`config.mk`:
```
export PLATFORM = sky130hd
export DESIGN_NAME = scene_byte_packer
export DESIGN_NICKNAME = d
export VERILOG_FILES = /design/src/rtl/scene_pkg.sv /design/src/rtl/sl_word_fifo.sv /design/src/rtl/scene_byte_packer.sv
export SDC_FILE = /design/constraint.sdc
export NUM_CORES = 1
export LEC_CHECK = 0
export ABC_AREA = 1
export CORE_ASPECT_RATIO = 0.9
export CORE_MARGIN = 1
export CORE_UTILIZATION = 45
export CTS_BUF_LIST = sky130_fd_sc_hd__clkbuf_16
export CTS_CLUSTER_DIAMETER = 100
export DETAILED_ROUTE_END_ITERATION = 8
export GPL_ROUTABILITY_DRIVEN = 1
export SKIP_LAST_GASP = 1
export SYNTH_ARGS = -nofsm -noshare
export SYNTH_HDL_FRONTEND = slang
export SYNTH_SLANG_ARGS = --single-unit
```
`constraint.sdc`:
```
create_clock -name clk -period 3.7 [get_ports clk]
set_clock_uncertainty 0.1 [all_clocks]
set_input_delay 0.74 -clock clk [delete_from_list [all_inputs] [get_ports clk]]
set_output_delay 0.74 -clock clk [all_outputs]
set_load 0.01 [all_outputs]
```
`src/rtl/scene_pkg.sv`:
```
// Shared types for the scene loader path between the XMODEM receiver and SDRAM.
package scene_pkg;

    typedef logic [31:0] scene_word_t;

    typedef enum logic [1:0] {
        SL_IDLE,
        SL_LOAD,
        SL_FLUSH,
        SL_DONE
    } sl_state_t;

    localparam int unsigned XMODEM_BLK_BYTES = 128;

endpackage

```
`src/rtl/sl_word_fifo.sv`:
```
// Synchronous word FIFO; a push while full is accepted only if a pop frees a slot in the same cycle.
module sl_word_fifo #(
    parameter int unsigned DEPTH = 8,
    parameter int unsigned WIDTH = 32
) (
    input  logic                     clk,
    input  logic                     rst_b,
    input  logic                     push,
    input  logic [WIDTH-1:0]         push_data,
    input  logic                     pop,
    output logic [WIDTH-1:0]         head,
    output logic                     full,
    output logic                     empty,
    output logic [$clog2(DEPTH):0]   count
);

    localparam int unsigned PTR_W = $clog2(DEPTH);

    logic [WIDTH-1:0] mem [DEPTH];
    logic [PTR_W-1:0] rd_ptr;
    logic [PTR_W-1:0] wr_ptr;
    logic             do_push;
    logic             do_pop;

    assign empty   = (count == '0);
    assign full    = (count == (PTR_W+1)'(DEPTH));
    assign do_pop  = pop && !empty;
    assign do_push = push && (!full || do_pop);
    assign head    = mem[rd_ptr];

    always_ff @(posedge clk) begin
        if (do_push) begin
            mem[wr_ptr] <= push_data;
        end
    end

    always_ff @(posedge clk or negedge rst_b) begin
        if (!rst_b) begin
            rd_ptr <= '0;
            wr_ptr <= '0;
            count  <= '0;
        end else begin
            if (do_push) begin
                wr_ptr <= wr_ptr + 1'b1;
            end
            if (do_pop) begin
                rd_ptr <= rd_ptr + 1'b1;
            end
            case ({do_push, do_pop})
                2'b10:   count <= count + 1'b1;
                2'b01:   count <= count - 1'b1;
                default: count <= count;
            endcase
        end
    end

endmodule

```
`src/rtl/scene_byte_packer.sv`:
```
// Packs validated XMODEM scene bytes little-endian into 32-bit words and streams them
// to the SDRAM write port, checking block sequencing and signalling completion.
module scene_byte_packer
    import scene_pkg::*;
#(
    parameter int unsigned        ADDR_W     = 25,
    parameter logic [ADDR_W-1:0]  BASE_ADDR  = '0,
    parameter int unsigned        FIFO_DEPTH = 8,
    parameter int unsigned        BLK_W      = 8
) (
    input  logic              clk,
    input  logic              rst_b,
    input  logic [7:0]        xmodem_data_byte,
    input  logic              xmodem_saw_valid_msg_byte,
    input  logic              xmodem_saw_valid_block,
    input  logic [BLK_W-1:0]  sl_block_num,
    input  logic              xmodem_done,
    output logic              sl_wr_valid,
    output logic [ADDR_W-1:0] sl_wr_addr,
    output logic [31:0]       sl_wr_data,
    input  logic              sl_wr_stall,
    output logic              sl_done,
    output logic [ADDR_W-1:0] sl_num_words,
    output logic              sl_seq_err,
    output logic              sl_ovf_err
);

    sl_state_t                   state;
    logic [1:0]                  lane;
    logic [1:0]                  lane_after;
    scene_word_t                 acc;
    scene_word_t                 merged;
    scene_word_t                 stage_word;
    logic                        stage_valid;
    logic                        stage_load;
    logic [BLK_W-1:0]            exp_blk;
    logic [BLK_W-1:0]            exp_cur;
    logic                        byte_ok;
    logic                        start;
    logic                        flush_now;
    logic                        blk_hit;
    logic                        blk_bad;
    logic                        pop;
    logic                        ovf_evt;
    scene_word_t                 head;
    logic                        fifo_full;
    logic                        fifo_empty;
    logic [$clog2(FIFO_DEPTH):0] fifo_count;

    assign byte_ok    = xmodem_saw_valid_msg_byte && (state == SL_IDLE || state == SL_LOAD);
    assign start      = byte_ok && (state == SL_IDLE);
    assign flush_now  = xmodem_done && (state == SL_LOAD);
    // acc holds zeros above the current lane, so OR-ing in the byte zero-pads a partial word.
    assign merged     = byte_ok ? (acc | (scene_word_t'(xmodem_data_byte) << {lane, 3'b000})) : acc;
    assign lane_after = byte_ok ? lane + 2'd1 : lane;
    assign stage_load = (byte_ok && lane == 2'd3) || (flush_now && lane_after != 2'd0);

    assign exp_cur    = (state == SL_IDLE) ? '0 : exp_blk;
    assign blk_hit    = byte_ok && xmodem_saw_valid_block;
    assign blk_bad    = blk_hit && (sl_block_num != exp_cur);

    assign pop        = !fifo_empty && !sl_wr_stall;
    assign ovf_evt    = stage_valid && fifo_full && !pop;

    assign sl_wr_valid = !fifo_empty;
    assign sl_wr_data  = fifo_empty ? '0 : head;

    sl_word_fifo #(
        .DEPTH (FIFO_DEPTH),
        .WIDTH (32)
    ) u_fifo (
        .clk       (clk),
        .rst_b     (rst_b),
        .push      (stage_valid),
        .push_data (stage_word),
        .pop       (pop),
        .head      (head),
        .full      (fifo_full),
        .empty     (fifo_empty),
        .count     (fifo_count)
    );

    always_ff @(posedge clk or negedge rst_b) begin
        if (!rst_b) begin
            state        <= SL_IDLE;
            lane         <= '0;
            acc          <= '0;
            stage_word   <= '0;
            stage_valid  <= 1'b0;
            exp_blk      <= '0;
            sl_wr_addr   <= BASE_ADDR;
            sl_num_words <= '0;
            sl_seq_err   <= 1'b0;
            sl_ovf_err   <= 1'b0;
            sl_done      <= 1'b0;
        end else begin
            stage_valid <= stage_load;
            if (stage_load) begin
                stage_word <= merged;
                acc        <= '0;
                lane       <= '0;
            end else if (byte_ok) begin
                acc  <= merged;
                lane <= lane_after;
            end

            if (blk_hit) begin
                exp_blk <= exp_cur + 1'b1;
            end else if (start) begin
                exp_blk <= '0;
            end

            if (start) begin
                sl_seq_err <= blk_bad;
                sl_ovf_err <= 1'b0;
            end else begin
                if (blk_bad) sl_seq_err <= 1'b1;
                if (ovf_evt) sl_ovf_err <= 1'b1;
            end

            if (start) begin
                sl_wr_addr   <= BASE_ADDR;
                sl_num_words <= '0;
            end else if (pop) begin
                sl_wr_addr   <= sl_wr_addr + 1'b1;
                sl_num_words <= sl_num_words + 1'b1;
            end

            case (state)
                SL_IDLE: begin
                    sl_done <= 1'b0;
                    if (byte_ok) state <= SL_LOAD;
                end
                SL_LOAD: begin
                    if (xmodem_done) state <= SL_FLUSH;
                end
                SL_FLUSH: begin
                    if (!stage_valid && fifo_count == '0) begin
                        state   <= SL_DONE;
                        sl_done <= 1'b1;
                    end
                end
                default: begin
                    sl_done <= 1'b0;
                    state   <= SL_IDLE;
                end
            endcase
        end
    end

endmodule

```
* Word-level counts from Yosys, hierarchy flattened *
Memories as Yosys holds them, arrays and structs flattened.
Index checks and enable logic that the tools add are counted.

word-level totals
  flip-flop bits (word level) = 140
  bits in latches = 0
  RAM bits = 256
  memory bits (read-only) = 0
  input bits = 22
  output and inout bits = 86
  logic and storage cells = 95
  memories kept = 1

memory list
  name        words  width  rd ports  clocked after Yosys merged registers in  write ports  RTL line            RTL
  u_fifo.mem  8      32     1         0                                        1            sl_word_fifo.sv:19  logic [WIDTH-1:0] mem [DEPTH];

cells by class
  add/sub/neg operators = 8
  $mul = 0
  divide/modulo/power cells = 0
  order comparisons = 0
  equal/unequal tests = 10
  shift operators = 1
  multiplexer cells = 27
  bitwise logic cells = 2
  reductions and logical operators = 32

operator list
  cell                   number
  $mux 32                4
  $mux 25                4
  $add 25x1->25 const B  2
  $or 32x32->32          1
  $shl 8x5->32           1
  $mux 8                 3
  $reduce_bool 2->1      7
  $logic_and 1x1->1      13
  $mux 2                 6
  $add 8x1->8 const B    1
  $ne 8x8->1             1
  $pmux 4 s2             1
  $mux 1                 7
  $add 3x1->3 const B    2
  $eq 2x2->1 const B     3
  $ne 2x2->1 const B     3
  $pmux 2 s3             1
  $logic_not 1->1        5
  $add 4x1->4 const B    1
  $eq 2x1->1 const B     2
  $eq 4x4->1 const B     1
  $logic_not 4->1        1
  $sub 4x1->4 const B    1
  $logic_or 1x1->1       3
  other kinds (6)        6

* Longest topological paths before layout *
  word-level depth = 8
  gate-level depth with buffers = 15
  gate-level depth less buffers = 14

* Modules after synthesis *
From an unflattened synthesis, not the netlist that was laid out.

unflattened totals
  cells, all modules = 1,740
  area total of the unflattened synthesis = 17,565.6 sq um

modules (own cells, without submodules)
  module             instances  cells each  area each (sq um)  seq. area each (sq um)
  sl_word_fifo       1          794         10,582.6           7,937.6
  scene_byte_packer  1          946         6,982.9            3,253.1

* Worst setup path before layout *
Ideal clock, no wire load.

  kind = input port to flip-flop
  start = in sl_wr_stall
  end = mem u_fifo.mem[0][0], enable pin
  library setup time = 421 ps
  data arrival time = 2,610 ps
  data required time = 3,179 ps
  slack = 569 ps
  stages on the path = 4
  buffers on the path = 0
  path through = nand4_1 -> nand2_1 -> or2_2 -> nor2_1

on the way
  longest elaborated chain between the ends = 7

RTL lines
  what                          RTL line                 RTL
  start: declaration            scene_byte_packer.sv:21  input logic sl_wr_stall,
  $logic_not 1->1               scene_byte_packer.sv:62  assign pop = !fifo_empty && !sl_wr_stall;
  $logic_and 1x1->1             scene_byte_packer.sv:62
  $logic_and 1x1->1             sl_word_fifo.sv:27       assign do_pop = pop && !empty;
  $logic_or 1x1->1              sl_word_fifo.sv:28       assign do_push = push && (!full || do_pop);
  $logic_and 1x1->1             sl_word_fifo.sv:28
  $mux 1                        sl_word_fifo.sv:32       if (do_push) begin
  $mux 1 (implied by the code)  sl_word_fifo.sv:33       mem[wr_ptr] <= push_data;
  end: declaration              sl_word_fifo.sv:19

Every way passes these cells.

* Worst setup path in the final report *
  start = reg u_fifo.rd_ptr[0]
  end = out sl_wr_data[2]

on the way
  longest elaborated chain between the ends = 2

RTL lines
  what                      RTL line                 RTL
  start: declaration        sl_word_fifo.sv:20       logic [PTR_W-1:0] rd_ptr;
  start signal: assignment  sl_word_fifo.sv:47       rd_ptr <= rd_ptr + 1'b1;
  $mem_v2 8x32              -
  $mux 32                   scene_byte_packer.sv:66  assign sl_wr_data = fifo_empty ? '0 : head;
  end: declaration          scene_byte_packer.sv:20  output logic [31:0] sl_wr_data,

Every way passes these cells.

==> run metrics <==
status finished, final reports clean; GR Overflow Total 0; Critical Path RT 2.86 ns; R2R Setup Slk 1.14 ns; floorplan core area 0.0376 mm^2; CTS buffer count 42; initial antenna violation count 2; GR Util All Layers 21.9%; RSZ-0062 raised after global routing true; Switch Pwr 0.00549 W; layout cells sized above 1 7.07%; WS Path Type flip-flop to output pin; CTS tree yes; Yosys warning total 0; Die Wd 209 um; largest family of logic cells by synthesized area simple AND/OR/NAND/NOR gates; Die Height 189 um; clock buffer depth 3; First-pass DRT Iterations 6; largest net degree at the start of global routing 78; combinational share of power 33.7%; DRC errors left 0; Post-synth EDFFs 256; type of origin of the critical path flip-flop; hold_buf cts 0; I/O Pins 108; Initial Util 46.2%; clock latency on the worst-skew pair 0.54 ns; leakage power 8.21 nW; full die area 0.0394 mm^2; Rows 67; compound-gate portion of the synthesized area 9.00%; area grow syn2layout 17.9%; gpl congestion 0.857; register area share after synthesis 64.3%; fmax 0.284 GHz; CTS Sinks 396; global-route wire length before repair 67600 um; crit-path max FO 44; Synth Area in Simple Gates 18.7%; r2r endpoint acc[10]$_DFFE_PN0P_; Nets 1866; Yosys cell types 35; Clk pwr share 26.0%; Tightest Pin Transition 0.725 ns; Int Pwr 0.0100 W; sequential share of power 40.2%; Pwr Density 758 mW/mm^2; Synth Area per Inst 10.1 um^2; Worst-path clk slew 0.06 ns; XOR/XNOR share of the synthesized area 0.748%; H-tree Lvls 2; Mapped Nets 1758; max-cap violations 0; Slew Viols, Final 0; WL final 42700 um; Max IR drop VDD 0.419 mV; minimum clock period 3.52 ns; top post-synthesis cells by count 329 x nand2_1, 329 x nor2_1, 256 x edfxtp_1; post-DP HPWL 25900 um; post-synthesis mux area share 1.84%; Final Hold Slack 0.147 ns; Most used DFF post-synth edfxtp_1; Arr. time, crit path 2.68 ns; Sw Share 35.4%; synthesized flop and latch total 396; R2R depth 9; Hold Path Class input pin to async pin; largest cells by area after synthesis edfxtp_1 44%, dfrtp_1 20%, nand2_1 7.1%; post-synthesis instance total 1726; worst flop-to-flop path startpoint state[0]$_DFFE_PN0P_; vias in the first global route 12200; port buffer count 107; wire length per cell 18.1 um; root buffer cell clkbuf_16; DR vias/cell 5.36; final hold vios 0; final setup fails 0; area share of fa/ha/maj cells after synthesis 0.719%; max_slew headroom 51.6%; setup TNS 0 ns; Mapped Area 0.0174 mm^2; initial drt markers 956; asr flop ratio synth 35.4%; CP Capture Type output pin; cell taking the most area after synthesis edfxtp_1; routed vias 12600; post-synth top area share 44.2%; Routed Antenna Nets 0; Period Utilization, post-route 95.3%
==> kinds of logic (layout without fill, tap and decap cells) <==
kind of cell    count (synthesis)  count (layout)
xor+xnor                       14              14
mux                            32              32
buf+inv                       195             337
flops                         396             396
simple gates                  799             799
compound gates                280             280
fa+ha+maj                      10              10
other cells                     0               2
==> how the worst max path moves through the flow <==
stage	start	end	slack, ns	cells after the start
6_report	u_fifo.rd_ptr[0]$_DFFE_PN0N_	sl_wr_data[2]	0.18	7
5_1_grt	u_fifo.rd_ptr[0]$_DFFE_PN0N_	sl_wr_data[14]	-0.03	8
4_1_cts	u_fifo.rd_ptr[0]$_DFFE_PN0N_	sl_wr_data[31]	0.04	7
3_5_place_dp	u_fifo.rd_ptr[0]$_DFFE_PN0N_	sl_wr_data[31]	0.62	7
3_3_place_gp	u_fifo.rd_ptr[0]$_DFFE_PN0N_	sl_wr_data[7]	0.63	7
2_1_floorplan	sl_wr_stall	u_fifo.mem[0][0]$_DFFE_PP_	0.57	4
==> metal layers <==
layer / wire, um / global-route usage, % / vias to the layer above / share of wire (%)
met3: 2320 / 3.77 / 60 / 5.4
met4: 782 / 5.94 / 0 / 1.8
met1: 20400 / 32.1 / 6144 / 48
met5: 0 / 0 / - / 0
met2: 19200 / 33.7 / 298 / 45
li1: - / - / 6101 / -
==> worst max-delay path, stage by stage, from the launching register on <==
cell and delay, ns:
dfrtp_4 0.63, inv_4 0.18, buf_12 0.22, o21ai_0 0.13, o21ai_0 0.08, o21ai_0 0.10, nor2_1 0.21, clkdlybuf4s50_1 0.57
==> state kept, by name, indices dropped and copies added, names as in the netlist <==
register / flops
exp_blk: 8
u_fifo.mem: 256
sl_ovf_err: 1
state: 2
stage_word: 32
lane: 2
acc: 32
stage_valid: 1
sl_wr_addr: 25
sl_seq_err: 1
sl_done: 1
sl_num_words: 25
u_fifo.rd_ptr: 3
u_fifo.count: 4
u_fifo.wr_ptr: 3
==> final cells by class <==
cell class / instances / area, um^2
multi-input cells: 1135 / 5450
well taps: 483 / 604
repair buffers: 146 / 1500
clock buffers: 42 / 1050
diodes: 2 / 5.00
inverters: 113 / 427
clock inverters: 36 / 275
fillers: 3252 / 17100
flip-flops and latches: 396 / 11200
==> through the flow <==
step,util [%],instance area [um^2],total power [W],worst slack [ns],std cells
finish,54.5,20500,0.0155,0.175,2353
global route,54.5,20500,0.0165,-0.0329,2351
CTS,54.3,20400,0.0156,0.0412,2349
detailed placement,50.8,19100,0.0115,0.619,2271
global placement,50.8,19100,0.0114,0.633,2271
floorplan,-,17400,0.00932,0.569,1726
==> cells in the final DEF, fill, tap and decap left out, drive strengths merged, types with 17 or more instances in the layout <==
cell type / instances
clkbuf: 43
o21bai: 18
buf: 39
clkinv: 18
inv: 125
clkdlybuf4s50: 106
nor2: 329
nand2: 334
edfxtp: 256
dfrtp: 140
a21oi: 17
o21ai: 190
nand3: 80
o22ai: 33
mux2i: 32
nand4: 26
==> repair_timing <==
action | 4_1_cts | 5_1_grt
endpoints found under the setup margin | 0 | 21
gates resized for setup | 0 | 5
buffers inserted | 0 | 1
==> power groups by stage <==
| stage | Sequential (W) | Clock (W) | Combinational, W |
|---|---|---|---|
| 4_1_cts | 0.00625 | 0.00413 | 0.00518 |
| 6_report | 0.00625 | 0.00405 | 0.00524 |
| 3_5_place_dp | 0.00633 | 0 | 0.00516 |
| 2_1_floorplan | 0.00603 | 0 | 0.00329 |
| 3_3_place_gp | 0.00631 | 0 | 0.00510 |
| 5_1_grt | 0.00634 | 0.00430 | 0.00586 |
(Power assumes the default switching activity.)
